**src/rtl/gpio_bank.sv**
```systemverilog
// Multi-channel memory-mapped GPIO: per-channel input capture with valid/overrun
// flags, registered outputs, status/mask registers and a registered level irq.
module gpio_bank #(
  parameter int unsigned           DATA_W    = 8,
  parameter int unsigned           CHANNELS  = 4,
  parameter int unsigned           ADDR_W    = 8,
  parameter logic [ADDR_W-1:0]     BASE_ADDR = 8'hF0
) (
  input  logic                         clock,
  input  logic                         reset,
  input  logic [CHANNELS*DATA_W-1:0]   gpi,
  input  logic [CHANNELS-1:0]          gpi_we,
  input  logic [ADDR_W-1:0]            mem_addr,
  input  logic                         wr_en,
  input  logic [DATA_W-1:0]            wr_data,
  input  logic                         rd_en,
  output logic [DATA_W-1:0]            rd_data,
  output logic [CHANNELS*DATA_W-1:0]   gpo,
  output logic                         irq
);

  localparam int unsigned       C          = CHANNELS;
  localparam logic [ADDR_W-1:0] STATUS_OFF = ADDR_W'(2 * C);
  localparam logic [ADDR_W-1:0] MASK_OFF   = ADDR_W'(2 * C + 1);

  logic [C-1:0][DATA_W-1:0] in_data;
  logic [C-1:0][DATA_W-1:0] out_data;
  logic [C-1:0][DATA_W-1:0] gpi_ch;
  logic [C-1:0]             valid, valid_nxt;
  logic [C-1:0]             overrun, overrun_nxt;
  logic [C-1:0]             mask;
  logic [C-1:0]             rd_in_hit;
  logic [C-1:0]             wr_out_hit;

  logic [ADDR_W:0]          diff;
  logic [ADDR_W-1:0]        offset;
  logic                     in_window;
  logic                     rd_hit;
  logic                     status_wr;
  logic                     mask_wr;
  logic [DATA_W-1:0]        status_word;
  logic [DATA_W-1:0]        mask_word;
  logic [DATA_W-1:0]        rd_mux;

  assign gpi_ch = gpi;
  assign gpo    = out_data;

  // Extra borrow bit so addresses below BASE_ADDR never wrap into the window.
  assign diff      = {1'b0, mem_addr} - {1'b0, BASE_ADDR};
  assign offset    = diff[ADDR_W-1:0];
  assign in_window = !diff[ADDR_W] && (offset <= MASK_OFF);

  assign rd_hit    = rd_en && in_window;
  assign status_wr = wr_en && in_window && (offset == STATUS_OFF);
  assign mask_wr   = wr_en && in_window && (offset == MASK_OFF);

  always_comb begin
    rd_in_hit  = '0;
    wr_out_hit = '0;
    for (int unsigned k = 0; k < C; k++) begin
      rd_in_hit[k]  = rd_hit && (offset == ADDR_W'(k));
      wr_out_hit[k] = wr_en && in_window && (offset == ADDR_W'(C + k));
    end
  end

  // Capture beats a same-cycle read; a new overrun beats a same-cycle W1C.
  always_comb begin
    valid_nxt   = valid;
    overrun_nxt = overrun;
    for (int unsigned k = 0; k < C; k++) begin
      if (rd_in_hit[k])
        valid_nxt[k] = 1'b0;
      if (gpi_we[k])
        valid_nxt[k] = 1'b1;
      if (status_wr && wr_data[C + k])
        overrun_nxt[k] = 1'b0;
      if (gpi_we[k] && valid[k] && !rd_in_hit[k])
        overrun_nxt[k] = 1'b1;
    end
  end

  always_comb begin
    status_word              = '0;
    status_word[C-1:0]       = valid;
    status_word[2*C-1:C]     = overrun;
    mask_word                = '0;
    mask_word[C-1:0]         = mask;
  end

  always_comb begin
    rd_mux = '0;
    for (int unsigned k = 0; k < C; k++) begin
      if (offset == ADDR_W'(k))
        rd_mux = in_data[k];
      if (offset == ADDR_W'(C + k))
        rd_mux = out_data[k];
    end
    if (offset == STATUS_OFF)
      rd_mux = status_word;
    if (offset == MASK_OFF)
      rd_mux = mask_word;
  end

  always_ff @(posedge clock) begin
    if (reset) begin
      in_data  <= '0;
      out_data <= '0;
      valid    <= '0;
      overrun  <= '0;
      mask     <= '0;
      rd_data  <= '0;
      irq      <= 1'b0;
    end else begin
      for (int unsigned k = 0; k < C; k++) begin
        if (gpi_we[k])
          in_data[k] <= gpi_ch[k];
        if (wr_out_hit[k])
          out_data[k] <= wr_data;
      end
      valid   <= valid_nxt;
      overrun <= overrun_nxt;
      if (mask_wr)
        mask <= wr_data[C-1:0];
      if (rd_hit)
        rd_data <= rd_mux;
      irq <= |(valid & mask);
    end
  end

endmodule

```
**config.mk**
```make
export PLATFORM = sky130hd
export DESIGN_NAME = gpio_bank
export DESIGN_NICKNAME = d
export VERILOG_FILES = /design/src/rtl/gpio_bank.sv
export SDC_FILE = /design/constraint.sdc
export NUM_CORES = 1
export LEC_CHECK = 0
export BUFFER_PORTS_ARGS = -buffer_cell sky130_fd_sc_hd__buf_4
export CAP_MARGIN = 20
export CORE_ASPECT_RATIO = 0.75
export CORE_MARGIN = 3
export CORE_UTILIZATION = 45
export CTS_CLUSTER_SIZE = 24
export DETAILED_ROUTE_END_ITERATION = 16
export GPL_TIMING_DRIVEN = 0
export PLACE_DENSITY = 0.65
export SYNTH_ARGS = -nofsm -noshare
export SYNTH_HDL_FRONTEND = slang
export SYNTH_SLANG_ARGS = --single-unit
```
**constraint.sdc**
```tcl
create_clock -name clock -period 1.8 [get_ports clock]
set_clock_uncertainty 0.05 [all_clocks]
set_input_delay 0.09 -clock clock [delete_from_list [all_inputs] [get_ports clock]]
set_output_delay 0.09 -clock clock [all_outputs]
set_load 0.02 [all_outputs]
```
==> impl_metrics.json <==
{
  "outcome": "finished, final reports clean",
  "clk_pin_slew_worst_paths_ns": 0.06,
  "drt-pass1-iter-count": 5,
  "end_kind": "flop",
  "synth_top_area_share_pct": 43.65,
  "synth_area_per_cell_um2": 8.983,
  "synth_seq_area_share_pct": 43.65,
  "port_buffers": 92,
  "drtIter0Drc": 330,
  "wl_per_cell_um": 20.03,
  "die_h_um": 86.61,
  "cp_slowest_cell": "a221oi_1",
  "hold_viol": 0,
  "fin_util_pct": 66.22,
  "areaGrowthSynthToFinish_pct": 38.64,
  "synth_common_cells": "85 x dfxtp_1, 80 x nor2_1, 61 x mux2i_1",
  "num_antenna_cells": 0,
  "clock-root-buffer": "clkbuf_16",
  "clock_sinks": 85,
  "synth.cell_area_mm2": 0.003899,
  "fin_cells": 682,
  "period_share_pct": 92.12,
  "setup-violations-final": 0,
  "crit_chain": "buf_4 -> clkbuf_8 -> buf_2 -> mux2i_1 -> nor2_1 -> a221oi_1 -> o31ai_1 -> a22o_1",
  "grt_pass1_wl_um": 20910,
  "synthCells": 434,
  "p_leak_uw": 0.002483,
  "ctsHtreeMaxLevel": 3,
  "layout.nets": 628,
  "synth_ff_type": "dfxtp_1",
  "fmax_mhz": 603.0,
  "critPathLaunchType": "primary input",
  "start_util_pct": 47.76,
  "synth_cell_types": 52,
  "cap_violations": 0,
  "synth.net_count": 490,
  "ir_drop_mv": 0.8294,
  "drc": 0,
  "synth_edf_count": 0,
  "period_needed_ns": 1.658,
  "synth-seq-cells": 85,
  "antenna_left": 0,
  "vias": 3737,
  "hold_class": "in -> reg",
  "grt_use_total_pct": 28.68,
  "crit_required_ns": 1.98,
  "ys_top_cells_by_area": "dfxtp_1 44%, mux2i_1 16%, nor2_1 7.7%, o21ai_0 3.3%, a21oi_1 3.1%",
  "cts_setup_buffers": 0,
  "cellPowerDensity_mw_per_mm2": 834.2,
  "layout-drive-gt1-share_pct": 25.13,
  "clockBufferDepth": 2,
  "place.gp.congestion": 0.8984,
  "numCtsBuffers": 9,
  "io-pin-count": 97,
  "yosysMostFrequentCell": "dfxtp_1",
  "yosys_warnings": 0,
  "rsz0062_at_grt": "no",
  "overflow": 0,
  "cp_data_arrival_time_ns": 1.84,
  "die_w_um": 113.5,
  "yosysTopAreaCell": "dfxtp_1",
  "path_class": "in -> reg",
  "slew_viol_final": 0,
  "dp_hpwl_um": 9986,
  "crit_family": "compound AO/OA/AOI/OAI gates",
  "grt_max_degree": 16,
  "slew_headroom_pct": 42.08,
  "path_buf_inv": 3,
  "insertion_delay_ns": 0.34,
  "num_rows": 28,
  "p_total_uw": 4509,
  "core_area_mm2": 0.008163,
  "drt-total-wl_um": 13660,
  "grt_pass1_vias": 3632,
  "worst_pin_slew_ns": 0.8688,
  "cpPeakStageDelay_ns": 0.38,
  "dieArea_mm2": 0.009829,
  "cts_tree": "yes",
  "place_inst": 631,
  "dpl_worst_slack_ns": -0.2747,
  "fin_tns_setup_ns": 0,
  "path_max_fanout": 10,
  "fin_ws_ns": 0.1418,
  "synthArstFlopShare_pct": 0,
  "antenna_found_initial": 0,
  "vias_per_cell": 5.479
}
==> per-layer routing <==
layer,part of all wire [%],global-route usage [%],up-vias
met2,43,42.49,165
li1,-,-,1793
met4,1.2,7.096,0
met3,8.0,7.118,14
met5,0,0,-
met1,48,41.83,1765
==> stage by stage <==
stage / instance area (um^2) / hold WS (ns)
6_report: 5405 / 0.01269
5_1_grt: 5405 / 0.01316
4_1_cts: 5404 / 0.009224
3_5_place_dp: 4721 / 0.2828
3_3_place_gp: 4721 / 0.2730
2_1_floorplan: 3899 / 0.1839
==> area by class of cell <==
cell class / count / area (um^2)
multi-input combinational: 304 / 1968
timing repair buffer: 128 / 1051
tap: 105 / 131.4
buffer: 28 / 170.2
clock inverter: 7 / 97.59
clock buffer: 9 / 225.2
inverter: 16 / 60.06
sequential: 85 / 1702
fill: 695 / 2758
==> final timing paths <==
path	from	end	cells after the start	slack (ns)
setup / recovery	mem_addr[2]	rd_data[6]	8	0.14
hold / removal	wr_data[2]	gpo[10]	3	0.01
setup reg to reg	gpo[0]	rd_data[0]	5	0.29
hold reg to reg	overrun[3]	overrun[3]	2	0.43
==> placed cells by master (no fill, tap or decap), types with 4 or more instances in the layout <==
cell,count
a21oi_1,24
a22oi_1,4
buf_2,5
buf_4,93
clkbuf_1,16
clkbuf_16,9
clkbuf_8,4
dfxtp_1,85
dlygate4sd3_1,36
inv_1,16
mux2_2,8
mux2i_1,61
nand2_1,23
nand3_1,13
nor2_1,80
nor2b_1,4
o21a_1,4
o21ai_0,26
o22ai_1,4
==> cells by family (layout without fill, tap and decap cells) <==
group / Yosys count / in the layout / synth area share [%]
mux: 70 / 70 / 18.55
flops: 85 / 85 / 43.65
compound gates: 89 / 89 / 14.79
buf+inv: 45 / 188 / 6.001
simple gates: 145 / 145 / 17.01
==> tightest hold or removal path, stage by stage <==
cell     delay, ns
buf_4         0.14
nand3_1       0.07
a21oi_1       0.05
==> report_power, final <==
group,total [uW],internal (uW),leakage (uW),switching (uW)
sequential,1970,1940,0.000693,34.1
combinational,527,254,0.00164,274
clock,2010,1220,0.000152,786
==> sequential cells by signal, indices dropped and copies added (netlist names) <==
signal / count
gpo: 32
in_data: 32
rd_data: 8
mask: 4
overrun: 4
valid: 4
irq: 1
==> timing repair <==
action                                 4_1_cts  5_1_grt
endpoints found under the hold margin       42        0
setup endpoints to repair                    0        2
hold buffers                                36        0
gates resized for setup                      0        1
No activity file was read; power rests on OpenSTA's default activity.
